===== config.mk =====
export PLATFORM = sky130hd
export DESIGN_NAME = apb_intc
export DESIGN_NICKNAME = d
export VERILOG_FILES = /design/src/rtl/apb_intc.sv
export SDC_FILE = /design/constraint.sdc
export NUM_CORES = 1
export LEC_CHECK = 0
export ABC_CLOCK_PERIOD_IN_PS = 2700
export BUFFER_PORTS_ARGS = -buffer_cell sky130_fd_sc_hd__buf_2
export CAP_MARGIN = 10
export CORE_ASPECT_RATIO = 0.6
export CORE_MARGIN = 2
export CORE_UTILIZATION = 40
export CTS_CLUSTER_DIAMETER = 200
export DETAILED_ROUTE_END_ITERATION = 7
export GPL_ROUTABILITY_DRIVEN = 0
export GPL_TIMING_DRIVEN = 0
export PLACE_DENSITY = 0.67
export SETUP_SLACK_MARGIN = 0.05
export SLEW_MARGIN = 10
export SYNTH_ARGS = -nofsm -noshare
export SYNTH_HDL_FRONTEND = slang
export SYNTH_SLANG_ARGS = --single-unit

===== constraint.sdc =====
create_clock -name PCLK -period 2.7 [get_ports PCLK]
set_input_delay 0.675 -clock PCLK [delete_from_list [all_inputs] [get_ports PCLK]]
set_output_delay 0.675 -clock PCLK [all_outputs]
set_load 0.02 [all_outputs]

===== src/rtl/apb_intc.sv =====
// rtl/apb_intc.sv - APB interrupt controller with edge/level sources and claim/complete
// Fixed-priority arbitration (lowest index wins); IRQ_OUT/IRQ_ID are registered.
module apb_intc #(
   parameter int NumSrc = 32
) (
   input  logic              PCLK,
   input  logic              PRESET,
   input  logic              PSEL,
   input  logic [5:0]        PADDR,
   input  logic              PENABLE,
   input  logic              PWRITE,
   input  logic [31:0]       PWDATA,
   output logic [31:0]       PRDATA,
   output logic              PREADY,
   output logic              PSLVERR,
   input  logic [NumSrc-1:0] IRQ_IN,
   output logic              IRQ_OUT,
   output logic [4:0]        IRQ_ID
);

   localparam logic [5:0] ADDR_PENDING   = 6'h0;
   localparam logic [5:0] ADDR_ENABLE    = 6'h1;
   localparam logic [5:0] ADDR_TYPE      = 6'h2;
   localparam logic [5:0] ADDR_RAW       = 6'h3;
   localparam logic [5:0] ADDR_CLAIM     = 6'h4;
   localparam logic [5:0] ADDR_COMPLETE  = 6'h5;
   localparam logic [5:0] ADDR_INSERVICE = 6'h6;

   localparam logic [31:0] SRC_MASK = (NumSrc >= 32) ? 32'hFFFF_FFFF
                                                     : ((32'd1 << NumSrc) - 32'd1);

   logic [31:0] irq_in_w;
   logic [31:0] irq_q;
   logic [31:0] pending;
   logic [31:0] enable;
   logic [31:0] src_type;
   logic [31:0] inservice;

   logic        wr;
   logic        rd;
   logic [31:0] rise;
   logic [31:0] eligible;
   logic        win_valid;
   logic [4:0]  win_id;
   logic        claim;
   logic [31:0] claim_mask;
   logic [31:0] w1c_mask;
   logic [31:0] edge_next;
   logic [31:0] pending_next;
   logic        complete;
   logic [31:0] complete_mask;

   assign irq_in_w = 32'(IRQ_IN) & SRC_MASK;
   assign PREADY   = 1'b1;

   assign wr = PSEL & PENABLE & PWRITE;
   assign rd = PSEL & PENABLE & ~PWRITE;

   assign rise      = irq_in_w & ~irq_q;
   assign eligible  = pending & enable & ~inservice;
   assign win_valid = |eligible;

   always_comb begin
      win_id = 5'd0;
      for (int i = 31; i >= 0; i--) begin
         if (eligible[i]) begin
            win_id = 5'(i);
         end
      end
   end

   assign claim      = rd && (PADDR == ADDR_CLAIM) && win_valid;
   assign claim_mask = claim ? (32'd1 << win_id) : 32'd0;
   assign w1c_mask   = (wr && (PADDR == ADDR_PENDING)) ? PWDATA : 32'd0;

   // Edge bits: rise beats any clear landing in the same cycle.
   assign edge_next    = (pending & ~(w1c_mask | claim_mask)) | rise;
   assign pending_next = ((src_type & edge_next) | (~src_type & irq_in_w)) & SRC_MASK;

   assign complete      = wr && (PADDR == ADDR_COMPLETE) && (32'(PWDATA[4:0]) < NumSrc);
   assign complete_mask = complete ? (32'd1 << PWDATA[4:0]) : 32'd0;

   always_ff @(posedge PCLK) begin
      if (PRESET) begin
         irq_q     <= 32'd0;
         pending   <= 32'd0;
         enable    <= 32'd0;
         src_type  <= 32'd0;
         inservice <= 32'd0;
         IRQ_OUT   <= 1'b0;
         IRQ_ID    <= 5'd0;
      end else begin
         irq_q     <= irq_in_w;
         pending   <= pending_next;
         inservice <= ((inservice & ~complete_mask) | claim_mask) & SRC_MASK;
         if (wr && (PADDR == ADDR_ENABLE)) begin
            enable <= PWDATA & SRC_MASK;
         end
         if (wr && (PADDR == ADDR_TYPE)) begin
            src_type <= PWDATA & SRC_MASK;
         end
         IRQ_OUT <= win_valid;
         IRQ_ID  <= win_id;
      end
   end

   always_comb begin
      PRDATA  = 32'd0;
      PSLVERR = 1'b0;
      if (PSEL && PENABLE && (PADDR > ADDR_INSERVICE)) begin
         PSLVERR = 1'b1;
      end
      if (rd) begin
         case (PADDR)
            ADDR_PENDING:   PRDATA = pending;
            ADDR_ENABLE:    PRDATA = enable;
            ADDR_TYPE:      PRDATA = src_type;
            ADDR_RAW:       PRDATA = irq_in_w;
            ADDR_CLAIM:     PRDATA = win_valid ? {1'b1, 26'd0, win_id} : 32'd0;
            ADDR_INSERVICE: PRDATA = inservice;
            default:        PRDATA = 32'd0;
         endcase
      end
   end

endmodule


# Word-level counts from Yosys, hierarchy flattened
# Index checks and enable logic that the tools add are counted.
# Widths: inputs -> output; s select.
word_totals:
  inputBits: 75
  ff_bits: 166
op_classes:
  n_lt_le_gt_ge: 1
  shifts: 2
  n_eq_ne: 6
  n_bitwise: 20
  muxes: 39
  reduce_logical: 10
ops:
  columns: ["operator", "n"]
  rows:
  - ["$and 32x32->32", 7]
  - ["$pmux 32 s6", 1]
  - ["$mux 32", 5]
  - ["$mux 5", 32]
  - ["$not 32->32", 5]
  - ["$or 32x32->32", 4]
  - ["$shl 1x5->32 const A", 2]
  - ["$reduce_or 32->1", 1]
  - ["$eq 6x3->1 const B", 3]
  - ["$eq 6x2->1 const B", 2]
  - ["$logic_and 1x1->1", 8]
  - ["$eq 6x1->1 const B", 1]
  - ["$gt 6x3->1 const B", 1]
  - ["$logic_not 6->1", 1]
  - ["$and 1x1->1", 3]
  - ["$mux 1", 1]
  - ["$not 1->1", 1]

# Longest topological paths before layout
depth:
  depth_word: 42
  mapped_depth: 8

# Least setup slack after synthesis
# No wires, ideal clock.
synth_path:
  kind: "input port to output port"
  from: "in PADDR[3]"
  to: "out PRDATA[1]"
  path_slack_ns: -0.399
  path_buffers: 1
  arrival_ns: 2.424
  path_stages: 7
  cell_sequence: "or3_1 -> nor2_1 -> nand2_1 -> nor2_1 -> clkbuf_1 -> a22oi_1 -> a31oi_1"
synth_via:
  elab_chain_len: 3
  elab_cells_between_ends: 8
  cone_classes: "eq/ne: 5; mux: 2; reduce/logical: 1"
synth_lines:
  columns: ["item", "line_no", "source"]
  rows:
  - ["start: declaration", "9", "input logic [5:0] PADDR,"]
  - ["$eq 6x3->1, or another cell as far along", "114", "case (PADDR)"]
  - ["$pmux 32 s6 (*)", "114", null]
  - ["$mux 32 (*)", "113", "if (rd) begin"]
  - ["end: declaration", "13", "output logic [31:0] PRDATA,"]
# Every way passes the cells marked *; elsewhere a longest branch is shown, timed or not.

# Final worst setup path
layout_path:
  from: "reg inservice[4]"
  to: "out PRDATA[31]"
layout_via:
  elab_chain_len: 6
layout_lines:
  columns: ["item", "line_no", "source"]
  rows:
  - ["start: declaration", "37", "logic [31:0] inservice;"]
  - ["start signal: assignment", "95", "inservice <= ((inservice & ~complete_mask) | claim_mask) & SRC_MASK;"]
  - ["$not 32->32", "60", "assign eligible = pending & enable & ~inservice;"]
  - ["$and 32x32->32", "60", null]
  - ["$reduce_or 32->1", "61", "assign win_valid = |eligible;"]
  - ["$mux 32", "119", "ADDR_CLAIM: PRDATA = win_valid ? {1'b1, 26'd0, win_id} : 32'd0;"]
  - ["$pmux 32 s6", "114", null]
  - ["$mux 32", "113", null]
# No other way between the ends.

==> results by stage <==
Clocking:
- The number of clock buffers added by TritonCTS is 17.
- For the worst-skew pair, the clock arrives at the later sink with an insertion delay of approximately 450 ps.
- CTS saw 166 sinks.
- The clock tree synthesis step divided the H-tree into 4 levels.
- TritonCTS built the clock tree.
- CTS placed an instance of sky130_fd_sc_hd__clkbuf_16 at the clock tree root.
- After clock tree synthesis, the clock-pin slew on the worst setup and hold paths is 70 ps.
- No sink is reached through more buffers than the 2 on the longest clock path.
- The count of hold-fix buffers inserted at cts is 0.

Pwr:
- In this run, flip-flops and latches consume 45.7% of the power.
- The worst IR drop on VDD is between 0.0004 and 0.0005 V.
- The net switching component of the power is 1.41 mW.
- The leakage power total is 3.99 nW.
- Net switching is 25.5% of the power.
- The overall power consumption is 5.53 mW.
- Dividing total power by cell area gives a power density of 483 nW/um2.
- The fraction of power consumed by combinational cells is 6.6%.
- The clock group share of total power is 47.7%.
- Cell internal power was estimated by the tool at 4.12 mW.

Placement:
- Once placement completed, the tool counted placed cells totaling roughly 1400.
- The count of buffers inserted at the top-level ports is approximately 110.
- The estimated wirelength of the detail-placed design is 24300 um.

Routing:
- After detailed routing, the average wire length per cell comes to 25.2 um.
- Once detail routing completed, the nets flagged for antenna violations numbered 0.
- Wires add up to ~37000 um.
- The number of vias after detailed routing is between 9000 and 10000.
- The detailed-router iteration count before antenna repair is 8.
- The violation count after the first detailed-routing iteration is 1593.
- The count of unresolved DRC violations after routing is 0.
- The per-cell via count in the routed design is 6.42.

Timing:
- Setup repair after global routing could not meet its margin everywhere.
- At the pin with the least slew margin, the transition time is about 1000 ps.
- The worst clock skew is about 11 ps.
- The final period demand of the worst path is 3330 ps.
- The final number of max-transition violations is 0.
- The hold violation count in the final report came to 0.
- The highest attainable clock frequency is 0.300 GHz.
- Setup violations remaining at the end of the flow were counted as 32.
- Dividing the final minimum period by the clock period gives 123%.
- Measured against its own limit, the worst slew margin works out to between 30% and 40%.
- Once routing completed, OpenROAD measured the worst setup slack at -631 ps.

Floorplanning:
- The die covers about 21000 um2.
- 115 I/O pins were placed.
- Measured along the y axis, the die boundary spans 114 um.
- Once the floorplan was initialized, standard cells occupied 40.6% of the core.
- The total area inside the core boundary comes to 20000 um2.
- The die is 188 um wide.
- The number of cell rows is 40.

Yosys:
- Among all flip-flop cells after synthesis, the most frequent one is sky130_fd_sc_hd__dfxtp_1.
- The count of flip-flops with a built-in enable after synthesis is 0.
- A synthesized cell averages 8.13 um2.
- The count of warnings emitted by yosys is 0.
- The post-synth design cell area is 8110 um2.
- The share of the yosys chip area belonging to registers is 41.0%.
- The post-synthesis async set-or-reset flop share is 0%.
- The post-synthesis cell type count is 73.
- The total of flip-flops plus latches after synthesis is between 150 and 200.
- The synthesized net count is 1073.
- In the synthesized netlist, the number of instances is 998.

Worst setup path:
- The setup path with the least slack is of type register to primary output.
- STA classifies the critical path startpoint as a register.
- Setup slack on the worst reg-to-reg path comes out at 0 ps.
- STA puts the critical path data required time at 2030 ps.
- Along the worst path, the maximum fanout reaches 6.
- The kind of end point of the critical path is a primary output.
- For the worst setup path, the data arrival time is 2660 ps.

Global routing:
- The met3 layer usage reported by global route is between 10% and 20%.
- Entering global routing, the biggest net connects 17 pins.
- Across every metal layer, demand over resource in global routing totals 33.4%.
- The first global-routing pass estimated 53000 um of wire.
- The initial antenna violation count is 0.
- Summed over all layers, the global routing overflow is 0.
- The met2 track utilization from global routing is a little under half.
- The via count of the first global-routing pass is 8578.
- The global routing stage identified its most utilized layer as met2.
- The global-route track usage on met1 is a little under half.

Cells and area:
- The count of non-filler cells in the finished layout is approximately 1500.
- 0 antenna diodes ended up in the layout.
- The relative area change from synthesis to final layout is 41.1%.
- Cells with a size suffix above 1 make up roughly a third of the layout.
- At the end of the flow, the number of nets in the layout was 1269.
- After filler insertion, the fill cell instance count of the layout stands at 1760.

Run status:
- The run finished, with violations left.
- The final reports fail on setup timing.

Flow run:
- Max-cap violations in this run came to 0.

Min path:
- The min-delay analysis places its worst path in the category register to register.
==> stage by stage <==
stage | utilization (%) | instance area, um2 | hold slack, ps | setup TNS [ps] | setup slack (ps)
after floorplan | - | 8480 | 442 | 0 | 11.3
after global placement | 47.0 | 9380 | 459 | -64600 | -713
after detailed placement | 47.0 | 9380 | 462 | -64690 | -730
after CTS | 55.6 | 11100 | 478 | -11520 | -447
after global routing | 57.3 | 11400 | 500 | -12060 | -635
final | 57.3 | 11400 | 478 | -11150 | -631
==> registers in the layout, summed over array words and instances (netlist names) <==
signal     flops
IRQ_ID         5
IRQ_OUT        1
enable        32
inservice     32
irq_q         32
pending       32
src_type      32
==> kinds of logic (layout without fill, tap and decap cells) <==
family / after synthesis / in the layout / synth area share [%]
mux: 3 / 3 / 0.679
simple gates: 421 / 421 / 25.8
other cells: 1 / 1 / 0.0462
buf+inv: 67 / 276 / 3.55
flops: 166 / 166 / 41.0
compound gates: 340 / 340 / 28.9
==> placed cells by master (no fill, tap or decap), types with 6 or more instances in the layout <==
cell,netlist,layout
sky130_fd_sc_hd__dfxtp_2,0,17
sky130_fd_sc_hd__a21oi_2,0,18
sky130_fd_sc_hd__nand2_1,242,232
sky130_fd_sc_hd__a41oi_1,14,14
sky130_fd_sc_hd__buf_2,14,87
sky130_fd_sc_hd__a21oi_1,126,98
sky130_fd_sc_hd__a211oi_1,32,31
sky130_fd_sc_hd__nand4_1,11,11
sky130_fd_sc_hd__dfxtp_1,166,148
sky130_fd_sc_hd__nand3_1,9,7
sky130_fd_sc_hd__a22o_1,8,8
sky130_fd_sc_hd__clkbuf_1,44,23
sky130_fd_sc_hd__nand3b_1,20,20
sky130_fd_sc_hd__buf_4,3,63
sky130_fd_sc_hd__a21oi_4,1,11
sky130_fd_sc_hd__and3b_2,0,6
sky130_fd_sc_hd__nand2b_1,7,7
sky130_fd_sc_hd__o21ai_0,32,32
sky130_fd_sc_hd__a222oi_1,30,30
sky130_fd_sc_hd__nor2b_1,42,41
sky130_fd_sc_hd__nor2_1,29,23
sky130_fd_sc_hd__clkbuf_16,0,24
sky130_fd_sc_hd__nand2_2,2,12
sky130_fd_sc_hd__buf_12,0,9
sky130_fd_sc_hd__o32ai_1,9,9
sky130_fd_sc_hd__a31oi_1,13,8
sky130_fd_sc_hd__a22oi_2,0,28
sky130_fd_sc_hd__o22ai_1,7,7
sky130_fd_sc_hd__and3b_1,15,9
sky130_fd_sc_hd__buf_6,1,31
==> synthesized netlist by cell type, types with 4 or more instances <==
master	n	area share, %
sky130_fd_sc_hd__a211oi_1	32	3.0
sky130_fd_sc_hd__a21oi_1	126	7.8
sky130_fd_sc_hd__a222oi_1	30	3.7
sky130_fd_sc_hd__a22o_1	8	0.86
sky130_fd_sc_hd__a22oi_1	31	2.9
sky130_fd_sc_hd__a31oi_1	13	1.0
sky130_fd_sc_hd__a41oi_1	14	1.5
sky130_fd_sc_hd__and3b_1	15	1.6
sky130_fd_sc_hd__buf_2	14	0.86
sky130_fd_sc_hd__clkbuf_1	44	2.0
sky130_fd_sc_hd__dfxtp_1	166	41
sky130_fd_sc_hd__nand2_1	242	11
sky130_fd_sc_hd__nand2b_1	7	0.54
sky130_fd_sc_hd__nand3_1	9	0.56
sky130_fd_sc_hd__nand3b_1	20	1.9
sky130_fd_sc_hd__nand4_1	11	0.85
sky130_fd_sc_hd__nor2_1	29	1.3
sky130_fd_sc_hd__nor2b_1	42	3.2
sky130_fd_sc_hd__nor3_1	7	0.43
sky130_fd_sc_hd__nor3_2	4	0.49
sky130_fd_sc_hd__nor4_1	5	0.39
sky130_fd_sc_hd__o21ai_0	32	2.0
sky130_fd_sc_hd__o21ai_1	6	0.37
sky130_fd_sc_hd__o22ai_1	7	0.54
sky130_fd_sc_hd__o31ai_1	4	0.37
sky130_fd_sc_hd__o32ai_1	9	0.97
sky130_fd_sc_hd__or3_1	7	0.54
==> layer usage <==
layer | up-vias | wire, um | share of wire, %
li1 | 4079 | - | -
met1 | 4543 | 15000 | 40
met2 | 753 | 15000 | 40
met3 | 121 | 6100 | 16
met4 | 2 | 1100 | 3.0
met5 | - | 64 | 0.17
==> worst max-delay path, cell delays in order, from the launching register on <==
cell,delay (ps)
sky130_fd_sc_hd__dfxtp_2,350
sky130_fd_sc_hd__nand3b_1,280
sky130_fd_sc_hd__nand4_1,260
sky130_fd_sc_hd__or2_4,340
sky130_fd_sc_hd__nor4_4,400
sky130_fd_sc_hd__nor2_4,120
sky130_fd_sc_hd__a221oi_4,240
sky130_fd_sc_hd__nor2_2,70
sky130_fd_sc_hd__buf_6,140
==> area by class of cell <==
type	instances	area [um2]	area share [%]
tap	273	342	2.98
clock buffer	19	443	3.87
clock inverter	13	171	1.50
sequential	166	3350	29.3
buffer	63	544	4.76
timing repair buffer	178	1390	12.1
inverter	3	11.3	0.0984
multi-input combinational	765	5200	45.4
==> worst paths after layout <==
kind	endpoint	start	depth (start not counted)
worst max-delay path	PRDATA[31]	inservice[4]	8
worst min-delay path	enable[4]	enable[4]	2
worst max register to register	inservice[28]	inservice[27]	11
worst min register to register	enable[4]	enable[4]	2
==> repair_timing <==
| action | in CTS | in global routing |
|---|---|---|
| setup buffers | 44 | 17 |
| endpoints found under the setup margin | 102 | 158 |
| gates resized for setup | 169 | 48 |
| pin swaps | 52 | 53 |
| cloned | 5 | 2 |
==> power by group through the flow <==
stage,clock network (mW),logic [mW],registers [mW]
floorplan,0,0.147,2.58
global placement,0,0.306,2.58
detailed placement,0,0.309,2.58
CTS,2.61,0.336,2.53
global route,2.73,0.379,2.53
finish,2.64,0.363,2.53
Note: power is estimated with default switching activity, not from simulation.
